### config.mk
export PLATFORM = sky130hd
export DESIGN_NAME = calc_fnd_ctrl_flat
export DESIGN_NICKNAME = d
export VERILOG_FILES = /design/src/rtl/calc_fnd_if.sv /design/src/rtl/calc_fnd_ctrl.sv /design/src/flat_wrapper.sv
export SDC_FILE = /design/constraint.sdc
export NUM_CORES = 1
export LEC_CHECK = 0
export ABC_AREA = 1
export BUFFER_PORTS_ARGS = -buffer_cell sky130_fd_sc_hd__buf_2
export CAP_MARGIN = 5
export CORE_MARGIN = 2
export CORE_UTILIZATION = 35
export CTS_BUF_LIST = sky130_fd_sc_hd__clkbuf_16
export DETAILED_ROUTE_END_ITERATION = 10
export PLACE_DENSITY = 0.5
export SLEW_MARGIN = 5
export SYNTH_ARGS = -nofsm -noshare
export SYNTH_HDL_FRONTEND = slang
export SYNTH_SLANG_ARGS = --single-unit
### constraint.sdc
create_clock -name clk -period 5 [get_ports clk]
set_input_delay 1 -clock clk [delete_from_list [all_inputs] [get_ports clk]]
set_output_delay 1 -clock clk [all_outputs]
set_load 0.02 [all_outputs]
### src/rtl/calc_fnd_if.sv
// Handshake and display bus between board-side logic and the calc_fnd_ctrl core.
interface calc_fnd_if #(
   parameter int WIDTH  = 8,
   parameter int DIGITS = 4
) ();
   logic [WIDTH-1:0]  a;
   logic [WIDTH-1:0]  b;
   logic [1:0]        op;
   logic              start;
   logic              busy;
   logic              done;
   logic              overflow;
   logic [7:0]        fnd_data;
   logic [DIGITS-1:0] fnd_com;

   modport master (
      output a, b, op, start,
      input  busy, done, overflow, fnd_data, fnd_com
   );

   modport slave (
      input  a, b, op, start,
      output busy, done, overflow, fnd_data, fnd_com
   );
endinterface

### src/rtl/calc_fnd_ctrl.sv
// Calculator core: add/sub/mul, iterative double-dabble BCD conversion and a scanned FND driver.
// Define CALC_FND_SIGN_EN to show a<b subtraction as a negative magnitude with a minus digit.
module calc_fnd_ctrl #(
   parameter int WIDTH    = 8,
   parameter int DIGITS   = 4,
   parameter int SCAN_DIV = 100000
) (
   input  logic      clk,
   input  logic      reset,
   calc_fnd_if.slave bus
);
   localparam int RES_W = 2 * WIDTH;
   localparam int BCD_W = 4 * DIGITS;
   localparam int CNT_W = (SCAN_DIV > 1) ? $clog2(SCAN_DIV) : 1;
   localparam int IDX_W = (DIGITS > 1) ? $clog2(DIGITS) : 1;
   localparam int BIT_W = (RES_W > 1) ? $clog2(RES_W) : 1;

   typedef enum logic [1:0] {IDLE, CALC, CONV, DONE} state_t;

   state_t            state, next_state;
   logic [BIT_W-1:0]  bit_cnt;
   logic              busy_c, done_c;

   logic [WIDTH-1:0]  a_q, b_q;
   logic [1:0]        op_q;
   logic [WIDTH-1:0]  diff_ab;
   logic [RES_W-1:0]  calc_mag;
   logic              calc_neg;
   logic [RES_W-1:0]  mag_sr;
   logic [BCD_W-1:0]  bcd, bcd_adj;
   logic              carry, sign_q, res_ovf;

   logic [BCD_W-1:0]  disp_bcd;
   logic              disp_sign, disp_ovf;
   logic [CNT_W-1:0]  scan_cnt;
   logic [IDX_W-1:0]  idx, msd;
   logic [3:0]        nib;
   logic [7:0]        seg;

   function automatic logic [BCD_W-1:0] dd_adjust(input logic [BCD_W-1:0] v);
      logic [BCD_W-1:0] r;
      r = v;
      for (int i = 0; i < DIGITS; i++)
         if (v[i*4 +: 4] >= 4'd5) r[i*4 +: 4] = v[i*4 +: 4] + 4'd3;
      return r;
   endfunction

   function automatic logic [7:0] seg_code(input logic [3:0] d);
      case (d)
         4'd0:    return 8'hC0;
         4'd1:    return 8'hF9;
         4'd2:    return 8'hA4;
         4'd3:    return 8'hB0;
         4'd4:    return 8'h99;
         4'd5:    return 8'h92;
         4'd6:    return 8'h82;
         4'd7:    return 8'hF8;
         4'd8:    return 8'h80;
         4'd9:    return 8'h90;
         default: return 8'hFF;
      endcase
   endfunction

   always_ff @(posedge clk or negedge reset) begin
      if (!reset) state <= IDLE;
      else        state <= next_state;
   end

   always_comb begin
      next_state = state;
      busy_c     = 1'b0;
      done_c     = 1'b0;
      case (state)
         IDLE: if (bus.start) next_state = CALC;
         CALC: begin
            busy_c     = 1'b1;
            next_state = CONV;
         end
         CONV: begin
            busy_c = 1'b1;
            if (bit_cnt == BIT_W'(RES_W - 1)) next_state = DONE;
         end
         DONE: begin
            busy_c     = 1'b1;
            done_c     = 1'b1;
            next_state = IDLE;
         end
         default: next_state = IDLE;
      endcase
   end

   always_ff @(posedge clk or negedge reset) begin
      if (!reset)              bit_cnt <= '0;
      else if (state == CALC)  bit_cnt <= '0;
      else if (state == CONV)  bit_cnt <= bit_cnt + 1'b1;
   end

   // Arithmetic on the latched operands; only consumed in CALC
   assign diff_ab = a_q - b_q;

`ifdef CALC_FND_SIGN_EN
   logic [WIDTH-1:0] diff_ba;
   assign diff_ba = b_q - a_q;
`endif

   always_comb begin
      calc_mag = RES_W'(a_q) + RES_W'(b_q);
      calc_neg = 1'b0;
      case (op_q)
         2'b01: begin
`ifdef CALC_FND_SIGN_EN
            if (a_q < b_q) begin
               calc_mag = {{WIDTH{1'b0}}, diff_ba};
               calc_neg = 1'b1;
            end else begin
               calc_mag = {{WIDTH{1'b0}}, diff_ab};
            end
`else
            calc_mag = {{WIDTH{1'b0}}, diff_ab};
`endif
         end
         2'b10:   calc_mag = RES_W'(a_q) * RES_W'(b_q);
         default: calc_mag = RES_W'(a_q) + RES_W'(b_q);
      endcase
   end

   assign bcd_adj = dd_adjust(bcd);

   // Datapath registers carry no reset: IDLE never consumes them
   always_ff @(posedge clk) begin
      case (state)
         IDLE: if (bus.start) begin
            a_q  <= bus.a;
            b_q  <= bus.b;
            op_q <= bus.op;
         end
         CALC: begin
            mag_sr <= calc_mag;
            sign_q <= calc_neg;
            bcd    <= '0;
            carry  <= 1'b0;
         end
         CONV: begin
            carry  <= carry | bcd_adj[BCD_W-1];
            bcd    <= {bcd_adj[BCD_W-2:0], mag_sr[RES_W-1]};
            mag_sr <= mag_sr << 1;
         end
         default: ;
      endcase
   end

   // A negative result must leave the top digit free for the minus sign
   assign res_ovf = carry | (sign_q & (bcd[BCD_W-1 -: 4] != 4'd0));

   always_ff @(posedge clk or negedge reset) begin
      if (!reset) begin
         disp_bcd  <= '0;
         disp_sign <= 1'b0;
         disp_ovf  <= 1'b0;
      end else if (state == DONE) begin
         disp_bcd  <= bcd;
         disp_sign <= sign_q;
         disp_ovf  <= res_ovf;
      end
   end

   always_ff @(posedge clk or negedge reset) begin
      if (!reset) begin
         scan_cnt <= '0;
         idx      <= '0;
      end else if (scan_cnt == CNT_W'(SCAN_DIV - 1)) begin
         scan_cnt <= '0;
         idx      <= (idx == IDX_W'(DIGITS - 1)) ? '0 : idx + 1'b1;
      end else begin
         scan_cnt <= scan_cnt + 1'b1;
      end
   end

   // msd is the most significant non-zero digit; everything above it is blanked
   always_comb begin
      msd = '0;
      nib = '0;
      for (int i = 0; i < DIGITS; i++) begin
         if (disp_bcd[i*4 +: 4] != 4'd0) msd = IDX_W'(i);
         if (IDX_W'(i) == idx)           nib = disp_bcd[i*4 +: 4];
      end
      seg = seg_code(nib);
      if (idx > msd)                                   seg = 8'hFF;
      if (disp_sign && (idx == IDX_W'(DIGITS - 1)))    seg = 8'hBF;
      if (disp_ovf)                                    seg = 8'hBF;
   end

   assign bus.busy     = busy_c;
   assign bus.done     = done_c;
   assign bus.overflow = disp_ovf;
   assign bus.fnd_data = seg;
   assign bus.fnd_com  = ~(DIGITS'(1) << idx);
endmodule

### src/flat_wrapper.sv
// flat-port wrapper written by rule: the top's interface ports become plain ports
module calc_fnd_ctrl_flat 
#(
   parameter int WIDTH    = 8,
   parameter int DIGITS   = 4,
   parameter int SCAN_DIV = 100000
)
  (clk, reset, bus_a, bus_b, bus_op, bus_start, bus_busy, bus_done, bus_overflow, bus_fnd_data, bus_fnd_com);
  calc_fnd_if #(.WIDTH(WIDTH), .DIGITS(DIGITS)) bus_i ();
  input  logic clk;
  input  logic reset;
  input wire logic [$bits(bus_i.a)-1:0] bus_a;
  input wire logic [$bits(bus_i.b)-1:0] bus_b;
  input wire logic [$bits(bus_i.op)-1:0] bus_op;
  input wire logic [$bits(bus_i.start)-1:0] bus_start;
  output wire logic [$bits(bus_i.busy)-1:0] bus_busy;
  output wire logic [$bits(bus_i.done)-1:0] bus_done;
  output wire logic [$bits(bus_i.overflow)-1:0] bus_overflow;
  output wire logic [$bits(bus_i.fnd_data)-1:0] bus_fnd_data;
  output wire logic [$bits(bus_i.fnd_com)-1:0] bus_fnd_com;
  assign bus_i.a = bus_a;
  assign bus_i.b = bus_b;
  assign bus_i.op = bus_op;
  assign bus_i.start = bus_start;
  assign bus_busy = bus_i.busy;
  assign bus_done = bus_i.done;
  assign bus_overflow = bus_i.overflow;
  assign bus_fnd_data = bus_i.fnd_data;
  assign bus_fnd_com = bus_i.fnd_com;
  calc_fnd_ctrl #(.WIDTH(WIDTH), .DIGITS(DIGITS), .SCAN_DIV(SCAN_DIV)) u_core (.clk(clk), .reset(reset), .bus(bus_i));
endmodule
; Word-level counts from Yosys, hierarchy flattened
; Memories as Yosys holds them, arrays and structs flattened.
; Cells that the tools add are included.
[word_totals]
ff_bits = 93
mem_bits_ro = 112
input_bits = 21
out_inout_bits = 15
word_cells = 79
n_memories = 1
[op_classes]
add_sub_neg = 9
multipliers = 1
n_lt_le_gt_ge = 5
eq_ne = 13
shifts = 1
mux = 26
n_bitwise = 2
n_reduce_logical = 9
[mem_list]
columns = memory, depth, width, read_ports, rd_ports_with_merged_regs, write_ports, line_no
row1 = (name not given), 16, 7, 1, 0, 0, calc_fnd_ctrl.sv:49  ; case (d)
[op_table]
columns = op, n
row1 = $pmux 16 s2, 3
row2 = $mux 4, 10
row3 = $add 17x1->17 const B, 1
row4 = $eq 17x17->1 const B, 1
row5 = $mux 17, 1
row6 = $add 4x2->4 const B, 4
row7 = $ge 4x3->1 const B, 4
row8 = $mul 8x8->16, 1
row9 = $mux 8, 2
row10 = $reduce_bool 4->1, 3
row11 = $mux 2, 5
row12 = $add 8x8->9, 1
row13 = $eq 2x2->1 const B, 4
row14 = $pmux 2 s4, 1
row15 = $sub 8x8->8, 1
row16 = $add 4x1->4 const B, 1
row17 = $eq 2x1->1 const B, 2
row18 = $eq 2x2->1 const A, 2
row19 = $eq 4x4->1 const B, 1
row20 = $logic_not 2->1, 2
row21 = $not 4->4, 1
row22 = $reduce_and 2->1, 2
row23 = $shl 1x2->4 const A, 1
row24 = $mux 1, 3
row25 = 9 further kinds, 9

; Longest topological paths before layout
; An unclocked memory read counts as a cell.
[depth]
word_depth = 8
depth_mapped = 21
ltp_nobuf = 20

; Least setup slack after synthesis
; OpenSTA, ideal clock, no wires.
[synth_timing]
path_type = register -> register
from = register u_core.a_q[1]
to = register u_core.mag_sr[13] (data pin)
setup_ps = 253
t_arrival_ps = 3965
required_time_ps = 4747
path_slack_ps = 781
stages_incl_launch_ff = 19
path_buffers = 1
period_less_slack_ps = 4219
cell_sequence = edfxtp_1 clkbuf_1 nand2_1 fa_1 fa_1 inv_1 fa_1 inv_1 fa_1 inv_1 ha_1 nand2_1 inv_1 nand2_1 nand2_1 a21oi_1 or2_2 nand3_1 nand2_1
[synth_between]
elab_chain_cells = 3
[synth_rtl]
columns = element, line_no
row1 = "start, declared", calc_fnd_ctrl.sv:24  ; logic [WIDTH-1:0] a_q, b_q;
row2 = "start signal, assigned", calc_fnd_ctrl.sv:133  ; a_q <= bus.a;
row3 = $mul 8x8->16, calc_fnd_ctrl.sv:122  ; 2'b10: calc_mag = RES_W'(a_q) * RES_W'(b_q);
row4 = $pmux 16 s2, calc_fnd_ctrl.sv:109  ; case (op_q)
row5 = $pmux 16 s2, calc_fnd_ctrl.sv:131  ; case (state)
row6 = "end signal, assigned", calc_fnd_ctrl.sv:138  ; mag_sr <= calc_mag;
row7 = "end signal, assigned", calc_fnd_ctrl.sv:146  ; mag_sr <= mag_sr << 1;
row8 = "end, declared", calc_fnd_ctrl.sv:29  ; logic [RES_W-1:0] mag_sr;
; Every way passes these cells.
; A chain may end at the register's enable or synchronous reset.

; Final worst setup path
[layout_timing]
from = register u_core.b_q[4]
to = register u_core.mag_sr[14] (data pin)
[layout_between]
elab_chain_cells = 3
[layout_rtl]
columns = element, line_no
row1 = "start, declared", calc_fnd_ctrl.sv:24
row2 = "start signal, assigned", calc_fnd_ctrl.sv:134  ; b_q <= bus.b;
row3 = $mul 8x8->16, calc_fnd_ctrl.sv:122
row4 = $pmux 16 s2, calc_fnd_ctrl.sv:109
row5 = $pmux 16 s2, calc_fnd_ctrl.sv:131
; Every way passes these cells.

==> flow_results.xml <==
<?xml version="1.0" encoding="UTF-8"?>
<metrics>
  <group name="logic_synthesis">
    <metric name="total_number_of_yosys_warnings" unit="">0</metric>
    <metric name="syn-cell-area" unit="µm²">7650</metric>
    <metric name="synth.lib_cells_used.distinct" unit="">42</metric>
    <metric name="ys_ff_latch" unit="">93</metric>
    <metric name="synth.net_count" unit="">1096</metric>
    <metric name="synth_top_flop_cell" unit="">edfxtp_1</metric>
    <metric name="synth_enable_flop_cells" unit="">51</metric>
    <metric name="ys_seq_area_share" unit="%">33.7</metric>
    <metric name="postSynth.asyncResetShare" unit="%">45.2</metric>
    <metric name="synth_area_per_cell" unit="µm²">7.99</metric>
    <metric name="synthCells" unit="">958</metric>
  </group>
  <group name="place">
    <metric name="dp.cells" unit="">1256</metric>
    <metric name="dpl-instance-area" unit="µm²">8110</metric>
    <metric name="numPortBuffers" unit="">34</metric>
    <metric name="gp_congestion" unit="">0.829</metric>
    <metric name="placement_setup_slack" unit="ns">0.602</metric>
    <metric name="dp.final_hpwl" unit="µm">12700</metric>
  </group>
  <group name="sta">
    <metric name="tightestPinTransition" unit="ns">0.952</metric>
    <metric name="rsz0062_at_grt" unit="">no</metric>
    <metric name="maximum_frequency_from_static_timing_analysis" unit="GHz">0.226</metric>
    <metric name="final.period_utilization" unit="%">88.3</metric>
    <metric name="final.hold.worst_slack" unit="ns">0.468</metric>
    <metric name="clock_tree_skew_after_final_layout" unit="ns">0.0111</metric>
    <metric name="finalCriticalPeriod" unit="ns">4.42</metric>
    <metric name="finalWorstSetupSlack" unit="ns">0.583</metric>
    <metric name="slew_violations" unit="">0</metric>
    <metric name="number_of_failing_setup_endpoints_in_the_final_timing_report" unit="">0</metric>
    <metric name="worst_slew_margin_rel" unit="%">36.5</metric>
    <metric name="total_negative_setup_slack" unit="ns">0</metric>
    <metric name="hold_violation_total_from_the_final_report" unit="">0</metric>
  </group>
  <group name="global_routing">
    <metric name="globalRouteOverflowTotal" unit="">0</metric>
    <metric name="met3_track_demand_over_resource_in_global_routing" unit="%">2.37</metric>
    <metric name="grt_first_pass_wirelength" unit="µm">27800</metric>
    <metric name="largest_net_degree_at_the_start_of_global_routing" unit="">43</metric>
    <metric name="gr-max-usage-layer" unit="">met2</metric>
    <metric name="grt_pass1_vias" unit="">5787</metric>
    <metric name="initial_antenna_violation_count" unit="">0</metric>
    <metric name="met1_usage" unit="%">19.1</metric>
    <metric name="groute.usage.overall" unit="%">14.6</metric>
    <metric name="gr-usage-met2" unit="%">25.1</metric>
  </group>
  <group name="layout">
    <metric name="fin_cells" unit="">1272</metric>
    <metric name="antennaDiodeCount" unit="">0</metric>
    <metric name="layout_common_cells" unit="">nand2_1, inv_1, ha_1</metric>
    <metric name="fillers" unit="">2251</metric>
    <metric name="final_net_count" unit="">1125</metric>
    <metric name="post_route_core_utilization" unit="%">38.9</metric>
    <metric name="layout.cells.most_common" unit="">nand2_1</metric>
    <metric name="drive_gt1_share" unit="%">8.06</metric>
    <metric name="finalInstanceArea" unit="µm²">8410</metric>
    <metric name="area_growth" unit="%">9.84</metric>
  </group>
  <group name="clock_network">
    <metric name="cts_buffers" unit="">9</metric>
    <metric name="clock-sinks" unit="">93</metric>
    <metric name="worst_setup_hold_path_clk_slew" unit="ns">0.08</metric>
    <metric name="clock_tree_from_tritoncts" unit="">done</metric>
    <metric name="cts_setup_buffers" unit="">0</metric>
    <metric name="holdBufCountCts" unit="">0</metric>
    <metric name="worstSkewPairLatency" unit="ns">0.35</metric>
    <metric name="cts_root_buffer" unit="">clkbuf_16</metric>
    <metric name="clockBufferDepth" unit="">2</metric>
    <metric name="cts.repair.resized" unit="">0</metric>
    <metric name="cts_htree_levels" unit="">3</metric>
  </group>
  <group name="critical_path">
    <metric name="timing.critical_path.to_type" unit="">flip-flop</metric>
    <metric name="reg2reg_capture_point" unit="">u_core.mag_sr[14]</metric>
    <metric name="path_cells" unit="">ha_1 &gt; fa_1 &gt; fa_1 &gt; fa_1 &gt; inv_1 &gt; fa_1 &gt; inv_1 &gt; ha_1 &gt; nand2_1 &gt; inv_1 &gt; a21oi_1 &gt; nand2_1 &gt; a21oi_1 &gt; nand2_1 &gt; nand3_1 &gt; nand2_1</metric>
    <metric name="timing.critical_path.required" unit="ns">5.11</metric>
    <metric name="timing.rr.start" unit="">u_core.b_q[4]</metric>
    <metric name="crit_path_max_incr_delay" unit="ns">0.57</metric>
    <metric name="cp_max_fo" unit="">9</metric>
    <metric name="worstPathArrival" unit="ns">4.52</metric>
    <metric name="timing.critical_path.from_type" unit="">flip-flop</metric>
    <metric name="timing.critical_path.slowest_stage_cell" unit="">fa_1</metric>
    <metric name="worstSetupPathType" unit="">reg2reg</metric>
    <metric name="cell_depth_of_the_worst_flop_to_flop_path" unit="">16</metric>
    <metric name="reg2reg_slack" unit="ns">0.58</metric>
  </group>
  <group name="hold_path">
    <metric name="holdPathEnd" unit="">u_core.scan_cnt[0]</metric>
    <metric name="min_delay_path_depth" unit="">1</metric>
    <metric name="hold_class" unit="">reg2reg</metric>
    <metric name="holdCritStartpoint" unit="">u_core.scan_cnt[0]</metric>
  </group>
  <group name="floorplanning">
    <metric name="coreArea" unit="µm²">21600</metric>
    <metric name="placement_rows" unit="">54</metric>
    <metric name="design.portCount" unit="">36</metric>
    <metric name="floorplan.die_area" unit="µm²">23100</metric>
    <metric name="overall_die_width" unit="µm">152</metric>
    <metric name="die_h" unit="µm">152</metric>
    <metric name="initial_utilization" unit="%">35.4</metric>
  </group>
  <group name="route">
    <metric name="drtAntennaViolNets" unit="">0</metric>
    <metric name="via_per_inst" unit="">4.54</metric>
    <metric name="drt-total-wl" unit="µm">16100</metric>
    <metric name="drt_first_iter_violations" unit="">248</metric>
    <metric name="drc" unit="">0</metric>
    <metric name="num_vias" unit="">5770</metric>
    <metric name="route.detailed.wl_per_inst" unit="µm">12.6</metric>
    <metric name="firstDrtPassIters" unit="">4</metric>
  </group>
  <group name="power">
    <metric name="max-vdd-ir-drop" unit="V">0.000315</metric>
    <metric name="fin_total_pwr" unit="mW">5.25</metric>
    <metric name="power_density" unit="nW/µm²">625</metric>
    <metric name="p_leak" unit="nW">4.47</metric>
  </group>
  <group name="status">
    <metric name="outcome" unit="">completed</metric>
  </group>
  <group name="run">
    <metric name="drv_cap" unit="">0</metric>
  </group>
</metrics>
-- routing by layer --
layer / up-vias / share of wire [%]
li1: 3049 / -
met1: 2629 / 50
met2: 79 / 47
met3: 13 / 2.3
met4: 0 / 1.3
met5: - / 0
-- how the worst max path moves through the flow --
| stage | startpoint | endpoint | slack (ns) |
|---|---|---|---|
| after floorplan | u_core.a_q[1] | u_core.mag_sr[13] | 0.78 |
| after global placement | u_core.b_q[4] | u_core.mag_sr[14] | 0.64 |
| after detailed placement | u_core.b_q[4] | u_core.mag_sr[14] | 0.60 |
| after CTS | u_core.b_q[4] | u_core.mag_sr[14] | 0.59 |
| after global routing | u_core.a_q[1] | u_core.mag_sr[14] | 0.29 |
| final | u_core.b_q[4] | u_core.mag_sr[14] | 0.58 |
-- final cells by class --
class / count / area [µm²] / share of cell area (%)
Tap cell: 280 / 350 / 4.17
Inverter: 212 / 796 / 9.47
Clock inverter: 7 / 73.8 / 0.878
Timing Repair Buffer: 38 / 200 / 2.38
Sequential cell: 93 / 2580 / 30.7
Clock buffer: 9 / 225 / 2.68
Multi-Input combinational cell: 633 / 4180 / 49.7
-- where the power goes --
group          total (mW)  switching, mW  internal [mW]
registers            1.39          0.195           1.19
clock network       0.701          0.345          0.356
logic                3.16           1.99           1.17
total                5.25           2.53           2.72
-- state kept, by name (all words and copies together) (netlist names) --
signal / count
u_core.state: 2
u_core.op_q: 2
u_core.bcd: 16
u_core.bit_cnt: 4
u_core.idx: 2
u_core.b_q: 8
u_core.scan_cnt: 17
u_core.bus.overflow: 1
u_core.disp_bcd: 16
u_core.a_q: 8
u_core.mag_sr: 16
u_core.carry: 1
-- synthesized netlist by cell type (5+ instances only) --
cell / instances / area [µm²]
a21oi_1: 55 / 275
clkbuf_1: 15 / 56.3
dfrtp_1: 42 / 1050
edfxtp_1: 51 / 1530
fa_1: 38 / 761
ha_1: 79 / 988
inv_1: 209 / 785
nand2_1: 228 / 856
nand2_2: 6 / 37.5
nand3_1: 40 / 200
nand4_1: 12 / 75.1
nor2_1: 63 / 236
nor4_1: 5 / 31.3
o21ai_0: 49 / 245
or2_2: 5 / 31.3
xnor2_1: 5 / 43.8
xor2_1: 8 / 70.1
-- cell families (layout without fill, tap and decap cells) --
| kind of cell | after synthesis | in the layout | synth area share (%) |
|---|---|---|---|
| other | 1 | 1 | 0.0490 |
| buffers and inverters | 232 | 266 | 11.7 |
| multiplexers | 1 | 1 | 0.131 |
| flip-flops | 93 | 93 | 33.7 |
| AND/OR/NAND/NOR | 376 | 376 | 21.2 |
| adder cells (fa/ha/maj) | 117 | 117 | 22.9 |
| AO/OA/AOI/OAI | 125 | 125 | 8.84 |
| XOR/XNOR | 13 | 13 | 1.49 |
-- critical path: cells and delay by family, from the launching register on --
kind                       cells  cell delay [ns]
adders and majority gates      6             2.76
buffers and inverters          3             0.15
and+or+nand+nor                5             0.41
DFF                            1             0.53
AOI/OAI and AO/OA              2             0.33
Power figures use the tool's default switching activity.
